**src/rtl/fpu_pkg.sv**
```systemverilog
// Shared constants and types for the FP add/sub back end (normalize, round, pack).
// Optional sticky-flag register in the top is enabled by FPU_PACK_STICKY_FLAGS_EN.
package fpu_pkg;

   localparam int SIG_W    = 24;
   localparam int SUM_W    = SIG_W + 4;
   localparam int MAN_W    = SIG_W - 1;
   localparam int EXP_W    = 8;
   localparam int EXP_BIAS = 127;
   localparam logic [EXP_W-1:0] EXP_MAX = 8'hFF;
   localparam int LZC_W    = $clog2(SUM_W);

   typedef struct packed {
      logic             sign;
      logic [EXP_W-1:0] exp;
      logic [MAN_W-1:0] man;
   } fp32_t;

   // Exponent carries one extra bit so a carry out of exponent 254 is not lost
   typedef struct packed {
      logic [SIG_W-1:0] sig;
      logic [EXP_W:0]   exp;
      logic             sign;
      logic [2:0]       grs;
      logic             special;
      logic [31:0]      specialVal;
   } s1_payload_t;

endpackage

```
**src/rtl/fpu_lzc.sv**
```systemverilog
// Combinational leading-zero counter; count equals W when the input is all zero.
module fpu_lzc #(
   parameter int W  = 27,
   parameter int CW = $clog2(W + 1)
) (
   input  logic [W-1:0]  value_i,
   output logic [CW-1:0] count_o,
   output logic          allZero_o
);

   // Highest set bit wins because later loop iterations override earlier ones
   always_comb begin
      count_o = CW'(W);
      for (int i = 0; i < W; i++) begin
         if (value_i[i]) begin
            count_o = CW'(W - 1 - i);
         end
      end
   end

   assign allZero_o = ~|value_i;

endmodule

```
**src/rtl/fpu_norm_round_pack.sv**
```systemverilog
// Normalize, RNE-round and pack the adder sum into an IEEE-754 single over two valid/ready stages.
// Define FPU_PACK_STICKY_FLAGS_EN to add flag_clr / sticky_flags accumulated exception flags.
module fpu_norm_round_pack
   import fpu_pkg::*;
(
   input  logic             clk,
   input  logic             rst_n,
   input  logic             in_valid,
   output logic             in_ready,
   input  logic [SUM_W-1:0] sum_sig,
   input  logic [EXP_W-1:0] exp_big,
   input  logic             sign_a,
   input  logic             sign_b_eff,
   input  logic             a_is_big_mag,
   input  logic             in_special,
   input  logic [31:0]      special_val,
   output logic             out_valid,
   input  logic             out_ready,
   output logic [31:0]      result,
   output logic             flag_ovf,
   output logic             flag_unf,
   output logic             flag_inx
`ifdef FPU_PACK_STICKY_FLAGS_EN
   ,
   input  logic             flag_clr,
   output logic [2:0]       sticky_flags
`endif
);

   logic              s1Valid_q;
   s1_payload_t       s1Payload_q, s1Payload_d;
   logic              outValid_q;
   fp32_t             result_q, resultD;
   logic [2:0]        flags_q, flagsD;
   logic              s2Adv;

   logic [SUM_W-2:0]  lowBits, shifted;
   logic [LZC_W-1:0]  lzCount, shamt, clampShift;
   logic              lzAllZero, clamp;

   logic              inc, inexact, tiny;
   logic [SIG_W:0]    sigRnd;
   logic [EXP_W:0]    expRnd;

   assign s2Adv    = !outValid_q | out_ready;
   assign in_ready = !s1Valid_q | s2Adv;

   assign lowBits = sum_sig[SUM_W-2:0];

   fpu_lzc #(.W(SUM_W - 1)) uLzc (
      .value_i   (lowBits),
      .count_o   (lzCount),
      .allZero_o (lzAllZero)
   );

   // Stage 1: normalize. When the left shift would push the exponent below 1,
   // the shift stops at exp_big-1 and the value is encoded as a subnormal.
   always_comb begin
      clamp       = ({3'b000, lzCount} >= exp_big);
      clampShift  = exp_big[LZC_W-1:0] - LZC_W'(1);
      shamt       = clamp ? ((exp_big == '0) ? '0 : clampShift) : lzCount;
      shifted     = lowBits << shamt;
      s1Payload_d            = '0;
      s1Payload_d.sign       = a_is_big_mag ? sign_a : sign_b_eff;
      s1Payload_d.special    = in_special;
      s1Payload_d.specialVal = special_val;
      if (!in_special) begin
         if (sum_sig[SUM_W-1]) begin
            s1Payload_d.sig = sum_sig[SUM_W-1:4];
            s1Payload_d.grs = {sum_sig[3], sum_sig[2], |sum_sig[1:0]};
            s1Payload_d.exp = {1'b0, exp_big} + 9'd1;
         end else if (lzAllZero) begin
            s1Payload_d.sign = sign_a & sign_b_eff;
         end else begin
            s1Payload_d.sig = shifted[SUM_W-2:3];
            s1Payload_d.grs = shifted[2:0];
            s1Payload_d.exp = clamp ? '0 : ({1'b0, exp_big} - {4'b0000, lzCount});
         end
      end
   end

   // Stage 2: round to nearest even. A subnormal that rounds up into the hidden
   // bit becomes the smallest normal, so its exponent field moves from 0 to 1.
   always_comb begin
      inexact = |s1Payload_q.grs;
      inc     = s1Payload_q.grs[2] & (s1Payload_q.grs[1] | s1Payload_q.grs[0] | s1Payload_q.sig[0]);
      sigRnd  = {1'b0, s1Payload_q.sig} + {{SIG_W{1'b0}}, inc};
      tiny    = (s1Payload_q.exp == '0);
      expRnd  = s1Payload_q.exp + {{EXP_W{1'b0}}, sigRnd[SIG_W]}
                + {{EXP_W{1'b0}}, tiny & sigRnd[SIG_W-1]};
      resultD.sign = s1Payload_q.sign;
      resultD.exp  = expRnd[EXP_W-1:0];
      resultD.man  = sigRnd[MAN_W-1:0];
      flagsD       = {1'b0, tiny & inexact, inexact};
      if (s1Payload_q.special) begin
         resultD = s1Payload_q.specialVal;
         flagsD  = 3'b000;
      end else if (expRnd >= {1'b0, EXP_MAX}) begin
         resultD.exp = EXP_MAX;
         resultD.man = '0;
         flagsD      = 3'b101;
      end
   end

   // Pipeline registers; the output stage holds its data while stalled
   always_ff @(posedge clk or negedge rst_n) begin
      if (!rst_n) begin
         s1Valid_q   <= 1'b0;
         s1Payload_q <= '0;
         outValid_q  <= 1'b0;
         result_q    <= '0;
         flags_q     <= '0;
      end else begin
         if (in_ready) begin
            s1Valid_q <= in_valid;
            if (in_valid) begin
               s1Payload_q <= s1Payload_d;
            end
         end
         if (s2Adv) begin
            outValid_q <= s1Valid_q;
            if (s1Valid_q) begin
               result_q <= resultD;
               flags_q  <= flagsD;
            end
         end
      end
   end

   assign out_valid = outValid_q;
   assign result    = result_q;
   assign flag_ovf  = flags_q[2];
   assign flag_unf  = flags_q[1];
   assign flag_inx  = flags_q[0];

`ifdef FPU_PACK_STICKY_FLAGS_EN
   logic [2:0] stickyFlags_q, stickyFlags_d;

   // A flag set in the same cycle as a clear survives the clear
   always_comb begin
      stickyFlags_d = (flag_clr ? 3'b000 : stickyFlags_q)
                      | ((outValid_q & out_ready) ? flags_q : 3'b000);
   end

   always_ff @(posedge clk or negedge rst_n) begin
      if (!rst_n) begin
         stickyFlags_q <= '0;
      end else begin
         stickyFlags_q <= stickyFlags_d;
      end
   end

   assign sticky_flags = stickyFlags_q;
`endif

endmodule

```
**config.mk**
```make
export PLATFORM = sky130hd
export DESIGN_NAME = fpu_norm_round_pack
export DESIGN_NICKNAME = d
export VERILOG_FILES = /design/src/rtl/fpu_pkg.sv /design/src/rtl/fpu_lzc.sv /design/src/rtl/fpu_norm_round_pack.sv
export SDC_FILE = /design/constraint.sdc
export NUM_CORES = 1
export LEC_CHECK = 0
export ABC_AREA = 1
export BUFFER_PORTS_ARGS = -buffer_cell sky130_fd_sc_hd__buf_4
export CAP_MARGIN = 20
export CORE_MARGIN = 8
export CORE_UTILIZATION = 58
export DETAILED_ROUTE_END_ITERATION = 7
export PLACE_DENSITY = 0.81
export SLEW_MARGIN = 20
export SYNTH_ARGS = -nofsm -noshare
export SYNTH_HDL_FRONTEND = slang
export SYNTH_SLANG_ARGS = --single-unit
```
**constraint.sdc**
```tcl
create_clock -name clk -period 6.3 [get_ports clk]
set_clock_uncertainty 0.2 [all_clocks]
set_input_delay 0.945 -clock clk [delete_from_list [all_inputs] [get_ports clk]]
set_output_delay 0.945 -clock clk [all_outputs]
set_load 0.1 [all_outputs]
```
* After elaboration in Yosys (flattened, before gate mapping)
Cells that the tools add are included.
Cells by class: muxes and demuxes 43, shift-type cells 1, bitwise operators 8, reductions and logical operators 9, add/sub/neg operators 6, magnitude comparators 2
Operators by type and width (count):
- $mux 5 | 18
- $mux 33 | 2
- $mux 31 | 2
- $mux 37 | 1
- $mux 4 | 8
- $reduce_or 27->1 | 1
- $shl 27x5->27 | 1
- $add 24x1->25 | 1
- $add 9x1->9 | 2
- $mux 3 | 4
- $add 8x1->9 const B | 1
- $ge 9x8->1 const B | 1
- $logic_not 9->1 | 1
- $mux 9 | 1
- $sub 8x5->9 | 1
- $ge 5x8->1 | 1
- $logic_not 8->1 | 1
- $mux 1 | 5
- $sub 5x1->5 const B | 1
- $and 1x1->1 | 4
- $mux 2 | 2
- $or 1x1->1 | 4
- $reduce_and 2->1 | 2
- $reduce_or 3->1 | 1
- 2 further kinds | 3
Storage, ports and cells: flip-flop bits (word level) 107, input port bits 76, output and inout port bits 37, logic and storage cells 81

* Depth between registers and ports, before layout
depth after elaboration 33, mapped depth 50, mapped depth without buffers 49

* Modules after synthesis
A second synthesis with hierarchy kept.
Second synthesis, totals: cell total of the unflattened synthesis 1221, area total of the unflattened synthesis 7892.6 µm²
By module, submodules not included:
- fpu_norm_round_pack | instances 1, area an instance 7531.0 µm², sequential area each 2677.6 µm², cells each 1134
- fpu_lzc | instances 1, area an instance 361.6 µm², sequential area each 0.0 µm², cells each 87

* Worst setup path before layout
OpenSTA, ideal clock, no wires.
path kind reg-to-reg, start register s1Payload_q[46] (netlist bit), end register result_q (netlist bit result[20]), setup time 101 ps, arrival time 4426 ps, cell stages (with the launch flop) 32, data required time 5999 ps, path buffers 0, path slack 1573 ps, clock period less this slack 4727 ps, cells stage by stage dfrtp_1 > nand2_1 > inv_1 > ha_1 > nand3_1 > nor3_1 > inv_1 > nor4_1 > nand4_1 > nor2_1 > inv_1 > nor3_1 > inv_1 > nor2_1 > inv_1 > nor2_1 > nand2_1 > nor3_1 > nand3_1 > nor2_1 > fa_1 > ha_1 > nand2_1 > nor2_1 > nand3_1 > nor2_1 > nand2_1 > xor2_1 > nand2_1 > nor2_1 > clkinv_1 > o32ai_1
On the way: longest elaborated chain between the ends 8, elaborated cells between the ends (all ways) 9, classes of those cells 3 x add/sub; 1 x order compare; 2 x mux; 3 x bitwise
RTL lines:
- start, declared | RTL line fpu_norm_round_pack.sv:31 | s1_payload_t s1Payload_q, s1Payload_d;
- start signal, assigned | RTL line fpu_norm_round_pack.sv:117 | s1Payload_q <= s1Payload_d;
- $or 1x1->1 | RTL line fpu_norm_round_pack.sv:86 | inc = s1Payload_q.grs[2] & (s1Payload_q.grs[1] | s1Payload_q.grs[0] | s1Payload_q.sig[0]);
- $and 1x1->1 | RTL line fpu_norm_round_pack.sv:86
- $add 24x1->25 * | RTL line fpu_norm_round_pack.sv:87 | sigRnd = {1'b0, s1Payload_q.sig} + {{SIG_W{1'b0}}, inc};
- $add 9x1->9 or $and 1x1->1 (tied branches) | RTL line fpu_norm_round_pack.sv:89, fpu_norm_round_pack.sv:90
- $add 9x1->9 | RTL line fpu_norm_round_pack.sv:90 | + {{EXP_W{1'b0}}, tiny & sigRnd[SIG_W-1]};
- $ge 9x8->1 | RTL line fpu_norm_round_pack.sv:98 | end else if (expRnd >= {1'b0, EXP_MAX}) begin
- $mux 31 * | RTL line fpu_norm_round_pack.sv:98
- $mux 31 * | RTL line fpu_norm_round_pack.sv:95 | if (s1Payload_q.special) begin
- end signal, assigned | RTL line fpu_norm_round_pack.sv:123 | result_q <= resultD;
- end, declared | RTL line fpu_norm_round_pack.sv:33 | fp32_t result_q, resultD;
Mark *: on every way between the ends. The rest lies on a longest branch, timed or not. A chain may end at the register's enable or synchronous reset.

* Final worst setup path
start register s1Payload_q[48] (netlist bit), end register result_q (netlist bit result[20])
On the way: longest elaborated chain between the ends 6, elaborated cells between the ends (all ways) 7, classes of those cells 3 x add/sub; 1 x order compare; 2 x mux; 1 x bitwise
RTL lines (RTL line):
- $add 24x1->25 * | fpu_norm_round_pack.sv:87
- $add 9x1->9 or $and 1x1->1 (tied branches) | fpu_norm_round_pack.sv:89, fpu_norm_round_pack.sv:90
- $add 9x1->9 | fpu_norm_round_pack.sv:90
- $ge 9x8->1 | fpu_norm_round_pack.sv:98
- $mux 31 * | fpu_norm_round_pack.sv:98
- $mux 31 * | fpu_norm_round_pack.sv:95
Marked as above.

==> metrics.cfg <==
[run_status]
status=completed

[finish]
diodes=0
post-route-util_pct=69.7
area_growth_pct=17.0
drive_above_1_share_pct=13.8
finalNetCount=1316
instances_no_fill=1405

[drt]
drc=0
ant_nets=0
vias_per_cell=5.91
wl_per_cell_um=17.2
vias=8302
route.final.wire_length_um=24200
drtIter0Drc=995
firstDrtPassIters=8

[global_routing]
antenna_found_initial=0
grt_max_degree=74
met2_usage_pct=45.4
grt-ovfl-total=0
grt_usage_pct=29.2
met1_usage_pct=40.3
busiest_layer=met2
grt_pass1_wl_um=39200
use_met3_pct=4.16
grt_pass1_vias=7775

[worst_setup_path]
crit_arrival_ns=5.47
critPathMostFrequentCell=nor2_1
reg2reg_slack_ns=0.87
critPathCaptureType=flip-flop
ff2ff_path_depth=31
cp_slowest_cell=dfrtp_1
r2r_end=result[20]
required_ns=6.34
path_class=reg -> reg
timing.rr.start=s1Payload_q[48]
crit_path_start_kind=flip-flop
slowest_delay_ns=0.38
cp_max_fo=10

[timing]
clock.fmax_mhz=184
tightest_slew_ns=1.04
period_share_pct=86.2
rsz0062_at_grt=false
slew_viol_final=0
slew_headroom_pct=30.7
period_needed_ns=5.43
hold_ws_ns=0.283
setup_viol=0
finalSetupTns_ns=0
finalHoldViolations=0

[clock_network]
ctsHoldBuffers=0
cts_buffer_depth=2
clkSinkCount=107
clk_pin_slew_ns=0.07
clock_latency_ns=0.35
cts_max_level=3
cts_buffers=9
cts_resized=0
postCtsSetupRepairBufs=0
tritoncts=done
cts_root_buffer=clkbuf_16

[floorplanning]
fp-row-count=41
fp.coreArea_sq_mm=0.0126
initial_utilization_pct=59.6
fp.dieW_um=130
ios=113
die_y_um=130
dieArea_sq_mm=0.0169

[yosys]
synth_xor_area_share_pct=1.75
syn_area_per_cell_sq_um=6.57
synthSimpleGateAreaFrac_pct=39.0
syn_inst=1144
syn_area_sq_mm=0.00752
synth_edf_count=0
synthMuxAreaShare_pct=0
ys_seq_area_share_pct=35.6
syn-num-nets=1232
async_flop_share_pct=100
synth_fa_ha_area_share_pct=2.20
ys_warn_count=0
synth_top_family_by_area=simple AND/OR/NAND/NOR gates
ys_ff_latch=107
synth-compound-area-share_pct=12.9
synth.distinct_cells=48
ys.flop_type=dfrtp_1

[placement]
dp_hpwl_um=17800
portBuffers=112
gp_congestion=0.992
dp.cells=1388

[pwr]
leakagePower_uw=0.00443
cellPowerDensity_mw_per_mm2=325
ir_drop_uv=171

[worst_hold_path]
hp-start=result[27]
holdPathStages=2
hold_path_end=result[27]
hold_path.class=reg -> reg

[job]
maxCapViolations=0

-- area by class of cell --
type	instances	area (sq um)
timing repair inverter	1	5.00
sequential	107	2680
clock inverter	6	87.6
fill	1137	3820
inverter	99	375
timing repair buffer	130	976
clock buffer	10	239
multi-input combinational	880	4220
tap	172	215
-- worst max-delay path: cells and delay by family, from the launching register on --
kind            cells  cell delay [ns]
simple gates       20             2.94
buf+inv             5             0.53
compound gates      3             0.62
fa+ha+maj           2             0.41
flops               1             0.38
xor+xnor            1             0.26
-- report_power, final --
group / internal [uW] / leakage [uW] / total, uW / switching (uW)
Combinational: 310 / 0.00294 / 1320 / 1010
Clock: 360 / 0.000163 / 612 / 252
Sequential: 829 / 0.00132 / 930 / 101
Total: 1500 / 0.00443 / 2860 / 1360
-- cell usage after synthesis (2+ instances only) --
master    number  area [sq um]
nand2_1      362          1360
nand3_1      190           951
dfrtp_1      107          2680
inv_1         95           357
nor2_1        84           315
a21oi_1       77           385
o21ai_0       46           230
clkbuf_1      36           135
buf_2         14          70.1
nand4_1       14          87.6
o22ai_1       12          75.1
ha_1          10           125
nor3_1        10          50.1
xor2_1        10          87.6
o211ai_1       9          67.6
o21ai_1        7          35.0
nand2_2        5          31.3
xnor2_1        5          43.8
nor4_1         4          25.0
o32ai_1        4          35.0
a31oi_1        3          18.8
a32o_1         3          30.0
buf_1          3          11.3
clkinv_1       3          11.3
nand3_2        3          30.0
o221ai_1       3          26.3
buf_4          2          15.0
buf_8          2          30.0
fa_1           2          40.0
-- per-layer routing --
layer	vias up	part of all wire (%)
met4	0	3.2
met2	440	45
met3	62	8.2
met5	-	0
met1	3836	44
li1	3964	-
-- layout by cell type, fill, tap and decap left out, types with 3 or more instances in the layout --
| cell type | synthesis | final |
|---|---|---|
| a21oi_1 | 77 | 77 |
| a31oi_1 | 3 | 3 |
| a32o_1 | 3 | 3 |
| buf_4 | 2 | 130 |
| clkbuf_16 | 0 | 9 |
| dfrtp_1 | 107 | 107 |
| ha_1 | 10 | 10 |
| inv_1 | 95 | 94 |
| nand2_1 | 362 | 361 |
| nand2_2 | 5 | 6 |
| nand3_1 | 190 | 189 |
| nand3_2 | 3 | 4 |
| nand4_1 | 14 | 14 |
| nor2_1 | 84 | 83 |
| nor3_1 | 10 | 9 |
| nor4_1 | 4 | 3 |
| o211ai_1 | 9 | 9 |
| o21ai_0 | 46 | 45 |
| o21ai_1 | 7 | 7 |
| o221ai_1 | 3 | 3 |
| o22ai_1 | 12 | 12 |
| o32ai_1 | 4 | 4 |
| xnor2_1 | 5 | 5 |
| xor2_1 | 10 | 10 |
-- state kept, by name, indices dropped and copies added (netlist names) --
register	cells
s1Payload_q	70
result	32
flags_q	3
out_valid	1
s1Valid_q	1
-- worst max path at each step --
stage	startpoint	end	slack, ns	cells after the start
after floorplan	s1Payload_q[46]	result[20]	1.57	31
after global placement	s1Payload_q[46]	result[7]	0.60	31
after detailed placement	s1Payload_q[46]	result[20]	0.49	31
after CTS	s1Payload_q[46]	result[6]	0.30	31
after global routing	s1Payload_q[48]	result[6]	0.04	31
final	s1Payload_q[48]	result[20]	0.87	31
-- metrics by stage --
| step | setup WS [ns] | area [sq um] | power [uW] |
|---|---|---|---|
| finish | 0.870 | 8800 | 2860 |
| global route | 0.0409 | 8800 | 2990 |
| CTS | 0.303 | 8770 | 2850 |
| detailed placement | 0.489 | 8450 | 2240 |
| global placement | 0.599 | 8450 | 2220 |
| floorplan | 1.57 | 7520 | 1900 |
-- kinds of logic (layout without fill, tap and decap cells) --
logic type	count (synthesis)	count (layout)
compound gates	172	172
buf+inv	157	246
flops	107	107
fa+ha+maj	12	12
xor+xnor	15	15
simple gates	681	681
(Power assumes the default switching activity.)
